File: src/rtl/sccb_cfg_pkg.sv
// Shared types and constants for the SCCB configuration sequencer.
//   state_t     : sequencer FSM states
//   rom_entry_t : one init-table entry {register address, register value}
//   END_MARKER  : table entry that terminates the walk
//   SOFT_RESET_ADDR : camera COM7 register; writing bit 7 resets the sensor
package sccb_cfg_pkg;

    typedef enum logic [2:0] {
        IDLE,
        FETCH,
        REQ,
        WAIT_ACK,
        DELAY,
        DONE,
        ERROR
    } state_t;

    typedef struct packed {
        logic [7:0] addr;
        logic [7:0] data;
    } rom_entry_t;

    localparam logic [15:0] END_MARKER      = 16'hFFFF;
    localparam logic [7:0]  SOFT_RESET_ADDR = 8'h12;

    // True when the write resets the sensor and therefore needs the long settle time.
    function automatic logic is_soft_reset(input rom_entry_t e);
        return (e.addr == SOFT_RESET_ADDR) && e.data[7];
    endfunction

    // Largest of three values, used to size the shared delay/timeout counter.
    function automatic int max3(input int a, input int b, input int c);
        int m;
        m = (a > b) ? a : b;
        return (m > c) ? m : c;
    endfunction

endpackage

File: src/rtl/ov7670_reg_rom.sv
// Camera register-init table as a synchronous ROM (1-cycle read latency).
//   clk  : clock
//   addr : table index
//   data : {register address, register value}; 16'hFFFF ends the table
// TEST_TABLE selects a three-entry table used for bring-up of the sequencer.
module ov7670_reg_rom
    import sccb_cfg_pkg::*;
#(
    parameter int  ROM_DEPTH  = 128,
    parameter bit  TEST_TABLE = 1'b0,
    localparam int IW         = $clog2(ROM_DEPTH)
) (
    input  logic          clk,
    input  logic [IW-1:0] addr,
    output logic [15:0]   data
);

    logic [7:0] w_addr8;
    assign w_addr8 = 8'(addr);

    // Registered table lookup.
    always_ff @(posedge clk) begin
        if (TEST_TABLE) begin
            case (w_addr8)
                8'd0:    data <= 16'h1280;
                8'd1:    data <= 16'h1101;
                default: data <= END_MARKER;
            endcase
        end else begin
            case (w_addr8)
                8'd0:    data <= 16'h1280;   // COM7: sensor soft reset
                8'd1:    data <= 16'h1101;   // CLKRC: prescale /2
                8'd2:    data <= 16'h1204;   // COM7: RGB output
                8'd3:    data <= 16'h0C00;   // COM3
                8'd4:    data <= 16'h3E00;   // COM14
                8'd5:    data <= 16'h40D0;   // COM15: RGB565, full range
                8'd6:    data <= 16'h3A04;   // TSLB
                8'd7:    data <= 16'h1418;   // COM9: AGC ceiling
                8'd8:    data <= 16'h4FB3;   // MTX1
                8'd9:    data <= 16'h50B3;   // MTX2
                8'd10:   data <= 16'h5100;   // MTX3
                8'd11:   data <= 16'h523D;   // MTX4
                8'd12:   data <= 16'h53A7;   // MTX5
                8'd13:   data <= 16'h54E4;   // MTX6
                8'd14:   data <= 16'h589E;   // MTXS
                8'd15:   data <= 16'h3DC0;   // COM13: gamma, UV sat
                8'd16:   data <= 16'h1714;   // HSTART
                8'd17:   data <= 16'h1802;   // HSTOP
                8'd18:   data <= 16'h3280;   // HREF
                8'd19:   data <= 16'h1903;   // VSTART
                8'd20:   data <= 16'h1A7B;   // VSTOP
                8'd21:   data <= 16'h030A;   // VREF
                default: data <= END_MARKER;
            endcase
        end
    end

endmodule

File: src/rtl/sccb_config_sequencer.sv
// Walks the camera init table and issues one SCCB register write per entry.
//   clk, reset(async, active-low)
//   start          : pulse, accepted in IDLE/DONE/ERROR, restarts at entry 0
//   wr_req/addr/data : level request to the SCCB byte-write engine
//   wr_ack/wr_nack : one-cycle completion pulses from the engine
//   busy/done/error : sequence status
//   reg_idx        : index of the current (or failing / last) entry
// A sensor soft-reset write is followed by a long settle delay; NACKed or
// timed-out writes are re-issued up to MAX_RETRY times before ERROR.
module sccb_config_sequencer
    import sccb_cfg_pkg::*;
#(
    parameter int  ROM_DEPTH          = 128,
    parameter int  RESET_DELAY_CYCLES = 100_000,
    parameter int  GAP_CYCLES         = 1_000,
    parameter int  MAX_RETRY          = 3,
    parameter int  ACK_TIMEOUT        = 50_000,
    parameter bit  USE_TEST_TABLE     = 1'b0,
    localparam int IW                 = $clog2(ROM_DEPTH)
) (
    input  logic          clk,
    input  logic          reset,
    input  logic          start,
    output logic          wr_req,
    output logic [7:0]    wr_addr,
    output logic [7:0]    wr_data,
    input  logic          wr_ack,
    input  logic          wr_nack,
    output logic          busy,
    output logic          done,
    output logic          error,
    output logic [IW-1:0] reg_idx
);

    localparam int CW = $clog2(max3(RESET_DELAY_CYCLES, GAP_CYCLES, ACK_TIMEOUT) + 1);
    localparam int RW = $clog2(MAX_RETRY + 1);

    // Counter loads are N-1 so the state lasts exactly N cycles.
    localparam logic [CW-1:0] C_RST   = CW'(RESET_DELAY_CYCLES - 1);
    localparam logic [CW-1:0] C_GAP   = CW'(GAP_CYCLES - 1);
    localparam logic [CW-1:0] C_TMO   = CW'(ACK_TIMEOUT - 1);
    localparam logic [RW-1:0] C_RETRY = RW'(MAX_RETRY);
    localparam logic [IW-1:0] C_LAST  = IW'(ROM_DEPTH - 1);

    state_t        r_state;
    logic          r_fetch_ph;   // 0: ROM address presented, 1: ROM data valid
    logic [IW-1:0] r_idx;
    logic [CW-1:0] r_cnt;        // shared settle / gap / ack-timeout counter
    logic [RW-1:0] r_retry;
    logic          r_succ;       // DELAY follows an acknowledged write
    logic          r_wr_req;
    logic [7:0]    r_wr_addr;
    logic [7:0]    r_wr_data;
    logic          r_busy;
    logic          r_done;
    logic          r_error;

    logic [15:0]   w_rom_data;
    rom_entry_t    w_entry;
    rom_entry_t    w_last_wr;
    logic          w_fail;

    assign w_entry   = w_rom_data;
    assign w_last_wr = {r_wr_addr, r_wr_data};
    // NACK wins over a simultaneous ACK; an expired timeout counts as NACK.
    assign w_fail    = wr_nack || (!wr_ack && (r_cnt == {CW{1'b0}}));

    ov7670_reg_rom #(
        .ROM_DEPTH  (ROM_DEPTH),
        .TEST_TABLE (USE_TEST_TABLE)
    ) u_rom (
        .clk  (clk),
        .addr (r_idx),
        .data (w_rom_data)
    );

    // Sequencer FSM with registered outputs.
    always_ff @(posedge clk or negedge reset) begin
        if (!reset) begin
            r_state    <= IDLE;
            r_fetch_ph <= 1'b0;
            r_idx      <= {IW{1'b0}};
            r_cnt      <= {CW{1'b0}};
            r_retry    <= {RW{1'b0}};
            r_succ     <= 1'b0;
            r_wr_req   <= 1'b0;
            r_wr_addr  <= 8'h00;
            r_wr_data  <= 8'h00;
            r_busy     <= 1'b0;
            r_done     <= 1'b0;
            r_error    <= 1'b0;
        end else begin
            case (r_state)
                IDLE, DONE, ERROR: begin
                    if (start) begin
                        r_state    <= FETCH;
                        r_fetch_ph <= 1'b0;
                        r_idx      <= {IW{1'b0}};
                        r_retry    <= {RW{1'b0}};
                        r_busy     <= 1'b1;
                        r_done     <= 1'b0;
                        r_error    <= 1'b0;
                    end
                end
                FETCH: begin
                    if (!r_fetch_ph) begin
                        r_fetch_ph <= 1'b1;
                    end else begin
                        r_fetch_ph <= 1'b0;
                        if (w_rom_data == END_MARKER) begin
                            r_state <= DONE;
                            r_busy  <= 1'b0;
                            r_done  <= 1'b1;
                        end else begin
                            r_wr_addr <= w_entry.addr;
                            r_wr_data <= w_entry.data;
                            r_wr_req  <= 1'b1;
                            r_state   <= REQ;
                        end
                    end
                end
                REQ: begin
                    r_cnt   <= C_TMO;
                    r_state <= WAIT_ACK;
                end
                WAIT_ACK: begin
                    if (w_fail) begin
                        r_wr_req <= 1'b0;
                        if (r_retry < C_RETRY) begin
                            r_retry <= r_retry + 1'b1;
                            r_succ  <= 1'b0;
                            r_cnt   <= C_GAP;
                            r_state <= DELAY;
                        end else begin
                            r_state <= ERROR;
                            r_busy  <= 1'b0;
                            r_error <= 1'b1;
                        end
                    end else if (wr_ack) begin
                        r_wr_req <= 1'b0;
                        r_retry  <= {RW{1'b0}};
                        r_succ   <= 1'b1;
                        r_cnt    <= is_soft_reset(w_last_wr) ? C_RST : C_GAP;
                        r_state  <= DELAY;
                    end else begin
                        r_cnt <= r_cnt - 1'b1;
                    end
                end
                DELAY: begin
                    if (r_cnt != {CW{1'b0}}) begin
                        r_cnt <= r_cnt - 1'b1;
                    end else if (!r_succ) begin
                        r_wr_req <= 1'b1;
                        r_state  <= REQ;
                    end else if (r_idx == C_LAST) begin
                        // Table exhausted without an end marker.
                        r_state <= DONE;
                        r_busy  <= 1'b0;
                        r_done  <= 1'b1;
                    end else begin
                        r_idx      <= r_idx + 1'b1;
                        r_fetch_ph <= 1'b0;
                        r_state    <= FETCH;
                    end
                end
                default: begin
                    r_state <= IDLE;
                end
            endcase
        end
    end

    assign wr_req  = r_wr_req;
    assign wr_addr = r_wr_addr;
    assign wr_data = r_wr_data;
    assign busy    = r_busy;
    assign done    = r_done;
    assign error   = r_error;
    assign reg_idx = r_idx;

endmodule

File: config.mk
export PLATFORM = sky130hd
export DESIGN_NAME = sccb_config_sequencer
export DESIGN_NICKNAME = d
export VERILOG_FILES = /design/src/rtl/sccb_cfg_pkg.sv /design/src/rtl/ov7670_reg_rom.sv /design/src/rtl/sccb_config_sequencer.sv
export SDC_FILE = /design/constraint.sdc
export NUM_CORES = 1
export LEC_CHECK = 0
export CAP_MARGIN = 40
export CORE_MARGIN = 10
export CORE_UTILIZATION = 50
export DETAILED_ROUTE_END_ITERATION = 7
export PLACE_DENSITY = 0.7
export SLEW_MARGIN = 20
export SYNTH_ARGS = -nofsm -noshare
export SYNTH_HDL_FRONTEND = slang
export SYNTH_SLANG_ARGS = --single-unit
File: constraint.sdc
create_clock -name clk -period 3.7 [get_ports clk]
set_input_delay 0.74 -clock clk [delete_from_list [all_inputs] [get_ports clk]]
set_output_delay 0.74 -clock clk [all_outputs]
set_load 0.005 [all_outputs]
Yosys cells after proc, flatten, opt, wreduce, memory -nomap -nowiden
Memories as Yosys holds them, arrays and structs flattened. A register that Yosys moved wholly into a read port is not among the register bits.
Index checks and enable logic that the tools add are counted.
{"block": "word_totals", "regBits": 51, "mem_bits_ro": 512, "out_inout_bits": 27, "memories": 1}
{"block": "classes", "addsub": 3, "n_lt_le_gt_ge": 1, "eq_ne": 24, "mux": 60, "bitwise": 1, "n_reduce_logical": 28}
{"memory": "(no name shown)", "words": 32, "word_bits": 16, "rd": 1, "rd_ports_with_merged_regs": 1, "wr": 0, "line": "ov7670_reg_rom.sv:30", "text": "case (w_addr8)"}
{"op": "$mux W17", "count": 5}
{"op": "$pmux W17 S3", "count": 1}
{"op": "$mux W1", "count": 29}
{"op": "$mux W7", "count": 4}
{"op": "$mux W3", "count": 8}
{"op": "$ne A2 B2 Y1 const B", "count": 12}
{"op": "$logic_not A17 Y1", "count": 1}
{"op": "$reduce_bool A17 Y1", "count": 1}
{"op": "$sub A17 B1 Y17 const B", "count": 1}
{"op": "$eq A16 B16 Y1 const B", "count": 1}
{"op": "$pmux W3 S5", "count": 1}
{"op": "$pmux W7 S2", "count": 1}
{"op": "$reduce_and A4 Y1", "count": 3}
{"op": "$mux W2", "count": 5}
{"op": "$reduce_and A5 Y1", "count": 2}
{"op": "$eq A3 B3 Y1 const B", "count": 3}
{"op": "$pmux W1 S3", "count": 3}
{"op": "$reduce_and A3 Y1", "count": 3}
{"op": "$reduce_and A9 Y1", "count": 1}
{"op": "$reduce_bool A3 Y1", "count": 3}
{"op": "$eq A8 B5 Y1 const B", "count": 1}
{"op": "$add A7 B1 Y7 const B", "count": 1}
{"op": "$eq A7 B7 Y1 const B", "count": 1}
{"op": "$reduce_and A7 Y1", "count": 1}
{"op": "18 further kinds", "count": 25}

Longest topological paths before layout
{"block": "logic_depth", "word_depth": 6, "depth_mapped": 9, "depth_no_buf": 7}

By module
From an unflattened synthesis, not the netlist that was laid out.
{"block": "unflattened", "hier_cells": 430, "hier_area_um2": 3891.2}
{"mod": "sccb_config_sequencer", "n_inst": 1, "cells_each": 314, "area_per_inst_um2": 2907.8, "seq_area_each_um2": 1276.2}
{"mod": "ov7670_reg_rom", "n_inst": 1, "cells_each": 116, "area_per_inst_um2": 983.4, "seq_area_each_um2": 320.3}

Worst setup path after synthesis
Ideal clock, no wire load.
{"block": "synth_timing", "kind": "register to register", "start": "register r_cnt[0]", "end": "register r_busy (netlist: busy)", "setup_time_ps": 126, "t_arrival_ps": 2766, "required_ps": 3574, "path_slack_ps": 808, "stages_incl_launch_ff": 9, "path_buffers": 1, "synth_period_minus_slack_ps": 2892, "cell_sequence": "dfrtp_1 -> inv_1 -> ha_1 -> or4b_2 -> o41a_1 -> a21o_1 -> buf_6 -> or4_1 -> o32a_1"}
{"block": "synth_via", "elab_chain_len": 5, "word_cells_on_any_way": 7, "cone_classes": "eq/ne: 2; reduce/logical: 5"}
{"element": "from (decl)", "line": "sccb_config_sequencer.sv:48", "text": "logic [CW-1:0] r_cnt;"}
{"element": "from (signal assigned)", "line": "sccb_config_sequencer.sv:83", "text": "r_cnt <= {CW{1'b0}};"}
{"element": "from (signal assigned)", "line": "sccb_config_sequencer.sv:143", "text": "r_cnt <= is_soft_reset(w_last_wr) ? C_RST : C_GAP;"}
{"element": "from (signal assigned)", "line": "sccb_config_sequencer.sv:146", "text": "r_cnt <= r_cnt - 1'b1;"}
{"element": "$logic_not A17 Y1", "line": "sccb_config_sequencer.sv:66", "text": "assign w_fail = wr_nack || (!wr_ack && (r_cnt == {CW{1'b0}}));"}
{"element": "$logic_and A1 B1 Y1", "line": "sccb_config_sequencer.sv:66"}
{"element": "$logic_or A1 B1 Y1", "line": "sccb_config_sequencer.sv:66"}
{"element": "$ne A2 B2 Y1 (no line)"}
{"element": "$reduce_and A9 Y1 (no line) (*)"}
{"element": "to (signal assigned)", "line": "sccb_config_sequencer.sv:89", "text": "r_busy <= 1'b0;"}
{"element": "to (signal assigned)", "line": "sccb_config_sequencer.sv:100", "text": "r_busy <= 1'b1;"}
{"element": "to (signal assigned)", "line": "sccb_config_sequencer.sv:112", "text": "r_busy <= 1'b0;"}
{"element": "to (decl)", "line": "sccb_config_sequencer.sv:54", "text": "logic r_busy;"}
Mark *: on every way between the ends. The rest lies on a longest branch, timed or not.
A chain may end at the register's enable or synchronous reset.

Worst setup path after layout
{"block": "layout_timing", "start": "register r_cnt[0]", "end": "register r_retry[1]"}
{"block": "layout_via", "elab_chain_len": 5, "word_cells_on_any_way": 8, "cone_classes": "eq/ne: 2; mux: 2; reduce/logical: 4"}
{"element": "$logic_not A17 Y1 (*)", "line": "sccb_config_sequencer.sv:66"}
{"element": "$logic_and A1 B1 Y1 (*)", "line": "sccb_config_sequencer.sv:66"}
{"element": "$logic_or A1 B1 Y1 (*)", "line": "sccb_config_sequencer.sv:66"}
{"element": "$ne A3 B3 Y1 (no line) / $mux W2 (equally long branches)"}
{"element": "$reduce_and A4 Y1 (no line) / $pmux W2 S2 (equally long branches)"}
{"element": "to (signal assigned)", "line": "sccb_config_sequencer.sv:84", "text": "r_retry <= {RW{1'b0}};"}
{"element": "to (signal assigned)", "line": "sccb_config_sequencer.sv:99", "text": "r_retry <= {RW{1'b0}};"}
{"element": "to (signal assigned)", "line": "sccb_config_sequencer.sv:130", "text": "r_retry <= r_retry + 1'b1;"}
{"element": "to (decl)", "line": "sccb_config_sequencer.sv:49", "text": "logic [RW-1:0] r_retry;"}
Marks and branches as above.

==> results.rst <==
.. list-table::
   :header-rows: 1

   * - Metric
     - Value
   * - Outcome
     - finished clean
   * - Portion of the clock cycle consumed by the worst path in the final layout
     - a little over four fifths
   * - Tightest Hold Check Type
     - input port to async pin
   * - 1st-pass router iterations
     - 5
   * - Power share of the combinational group
     - between 40% and 50%
   * - Count of endpoints failing hold in the final timing report
     - 0
   * - Die W
     - ~110 um
   * - Distinct cell type count of the synthesized netlist
     - 67
   * - Launching point of the worst reg2reg path
     - r_cnt[0]
   * - Weighted congestion at the end of routability-driven global placement
     - about 0.96
   * - Post-route core utilization
     - around three fifths
   * - Largest voltage drop on the vdd net
     - about 0.42 mV
   * - Commonest non-fill, non-tap cell in the layout
     - dfrtp_1
   * - Number of setup violations in the final report
     - 0
   * - Global-route wire length before repair
     - between 15000 and 20000 um
   * - Nets@finish
     - between 400 and 500
   * - Worst R2R Path Depth
     - 7
   * - Required time of the critical path
     - between 3 and 4 ns
   * - Gates resized, CTS repair
     - 0
   * - Count of routing violations after the opening detailed-route iteration
     - 375
   * - Total power density per cell area
     - approximately 730 nW/um^2
   * - Standard cell core area
     - about 7300 sq um
   * - Data arrival time of the worst path
     - about 3.3 ns
   * - Cell chosen for the clock root
     - clkbuf_8
   * - Max Clock Freq
     - 0.323 GHz
   * - Post-DR wirelength/cell
     - ~18 um
   * - Cell area after synthesis
     - around 3800 sq um
   * - H-tree depth
     - 3
   * - Share of cells above drive strength 1
     - between 10% and 20%
   * - Mean cell area of the mapped netlist
     - a little over 9 sq um
   * - Leakage Power
     - approximately 1.9 nW
   * - Drt drc
     - 0
   * - Total number of placement rows
     - 31
   * - Maximum number of pins on one net before global-route repair
     - 34
   * - Clock transition at the registers of the reported paths
     - roughly 0.080 ns
   * - Clock share of power
     - 21.9%
   * - Area taken by flip-flops and latches
     - around 1600 sq um
   * - Total CTS buffers
     - 9
   * - RSZ-0062 raised after global routing
     - false
   * - Top post-synthesis cells by area
     - dfrtp_1, dfxtp_1, mux2_2
   * - Startpoint of the worst setup timing path
     - r_cnt[0]
   * - TritonCTS clock tree
     - yes
   * - Total clock sinks
     - 67
   * - Count of pins over their slew limit
     - 0
   * - Reg-to-reg endpoint
     - r_retry[1]
   * - Proportion of netlist area held by the largest area contributor
     - around 33%
   * - Num ports
     - 32
   * - Slew margin rel.
     - between 40% and 50%
   * - Warning count from the yosys run
     - 0
   * - Via count of the first global-routing pass
     - 3196
   * - Final critical path time including I/O delays and setup
     - 3.09 ns
   * - Overflow left after global routing
     - 0
   * - Maximum count of clock buffers along a single path
     - 2
   * - Post-route antenna net violation count
     - 0
   * - Proportion of total power due to net switching
     - about two fifths
   * - Crit path max fanout
     - 10
   * - Clk Latency, worst-skew pair
     - between 0.3 and 0.4 ns
   * - Critical path capture point type
     - flip-flop
   * - Overall track demand over capacity in global routing
     - 17.0%
   * - Commonest non-fill, non-tap cells in the layout
     - dfrtp_1, nor2_1, nand2_1
   * - Post-route clock skew
     - around 0.017 ns
   * - Fraction of power consumed by sequential logic
     - 35.6%
   * - Summed negative setup slack over all endpoints
     - 0 ns
   * - Register-to-register setup slack
     - approximately 0.61 ns
   * - Number of antenna cells inserted
     - 0
   * - Starting utilization of the core area
     - between 50% and 60%
   * - Vias post-DR
     - 3422
   * - Setup crit end
     - r_retry[1]
   * - Number of enable-type register cells in the synthesized netlist
     - 0
   * - Overall die area
     - roughly 12000 sq um
   * - Multi-input gate area
     - 2070 sq um
   * - Post-detailed-routing wire length
     - 9650 um
   * - Post-CTS setup repair buffer count
     - 0
   * - Cell taking the most area after synthesis
     - dfrtp_1
   * - Number of max-capacitance violations reported
     - 0
   * - Number of antenna violations at the first check in global routing
     - 0
   * - Yosys reg bits
     - 67
   * - DR vias/cell
     - 6.24
   * - Post-Synthesis Net Count
     - 433
   * - Sw power
     - 1.25 mW
   * - Launching element type of the critical path
     - flip-flop
   * - Detailed Place HPWL
     - 6910 um
   * - Async set-or-reset flop fraction in the synthesized netlist
     - between 70% and 80%
   * - Die height
     - approximately 110 um
   * - Slew @ Worst Pin
     - around 0.80 ns
   * - CP Class
     - flip-flop to flip-flop
   * - Cell-internal power
     - between 1.5 and 2 mW
   * - Number of I/O port buffers
     - 31
   * - Top flip-flop cell by instance count after synthesis
     - dfrtp_1
   * - Count of filler cells inserted in the layout
     - 600
   * - Portion of the post-synthesis area used by sequential elements
     - about two fifths
   * - Hold-fix buffer count after cts
     - 0
   * - Area delta synth->final
     - 16.4%
   * - Number of standard cells after synthesis
     - 417
==> final cells by class <==
cell class / count / share of cell area, %
clock buffers: 10 / 3.09
flip-flops and latches: 67 / 35.8
inverters: 15 / 1.26
clock inverters: 6 / 2.13
well taps: 99 / 2.78
multi-input cells: 311 / 46.5
repair buffers: 40 / 8.37
==> Yosys cell counts, types with 5 or more instances <==
library cell,number
nand2_1,31
o22ai_1,7
nor4_1,6
a21o_1,6
nor2_1,32
or4_1,6
nand4_1,8
mux2i_1,5
clkbuf_1,19
ha_1,11
inv_1,14
o31ai_1,6
nand3_1,11
a21oi_1,21
a31oi_1,16
o21ai_0,24
nor3_1,10
a22oi_1,5
nor2b_1,7
dfxtp_1,16
dfrtp_1,51
mux2_2,17
and3_1,5
==> worst max-delay path: stages (launching register included) <==
cell     delay [ns]
dfrtp_1        0.41
inv_1          0.12
ha_1           0.15
or4b_2         0.64
or4_1          0.62
or3_1          0.44
a31oi_1        0.23
mux2_2         0.37
==> through the flow <==
| stage | hold WS (ns) | area (sq um) | power, mW | setup slack (ns) | instances |
|---|---|---|---|---|---|
| 3_3_place_gp | 0.471 | 4220 | 2.51 | 0.694 | 532 |
| 5_1_grt | 0.464 | 4460 | 3.48 | 0.497 | 548 |
| 3_5_place_dp | 0.473 | 4220 | 2.53 | 0.656 | 532 |
| 4_1_cts | 0.456 | 4460 | 3.25 | 0.637 | 548 |
| 2_1_floorplan | 0.444 | 3830 | 2.07 | 0.808 | 417 |
| 6_report | 0.438 | 4460 | 3.24 | 0.607 | 548 |
==> sequential cells by signal, indices dropped and copies added (netlist names), 2 cells and up <==
register	flops
r_state	3
wr_data	8
r_retry	2
u_rom.data	16
reg_idx	7
r_cnt	17
wr_addr	8
==> cell families (layout without fill, tap and decap cells) <==
group           after synthesis  in the layout  synth area share [%]
compound gates              130            130                  23.5
xor+xnor                      1              1                 0.229
fa+ha+maj                    11             11                  3.60
buf+inv                      39             71                  4.09
flops                        67             67                  41.7
mux                          23             23                  6.90
simple gates                146            146                  19.9
==> metal layers <==
metal | part of all wire [%] | GRT usage, % | up-vias
met5 | 0 | 0 | -
met4 | 0.88 | 4.58 | 0
met3 | 8.0 | 5.39 | 11
met2 | 45 | 24.8 | 127
met1 | 46 | 23.5 | 1654
li1 | - | - | 1630
==> power groups by stage <==
stage	combinational [mW]	sequential (mW)	clock [mW]
detailed placement	1.37	1.16	0
CTS	1.38	1.15	0.722
finish	1.38	1.15	0.707
global route	1.53	1.19	0.759
floorplan	0.981	1.09	0
global placement	1.36	1.16	0
==> worst min path at each step <==
stage,startpoint,end
5_1_grt,reset,wr_data[4]
6_report,reset,wr_data[4]
3_5_place_dp,wr_req,wr_req
3_3_place_gp,u_rom.data[3],wr_data[3]
2_1_floorplan,reset,busy
4_1_cts,reset,wr_addr[7]
(Power assumes the default switching activity.)
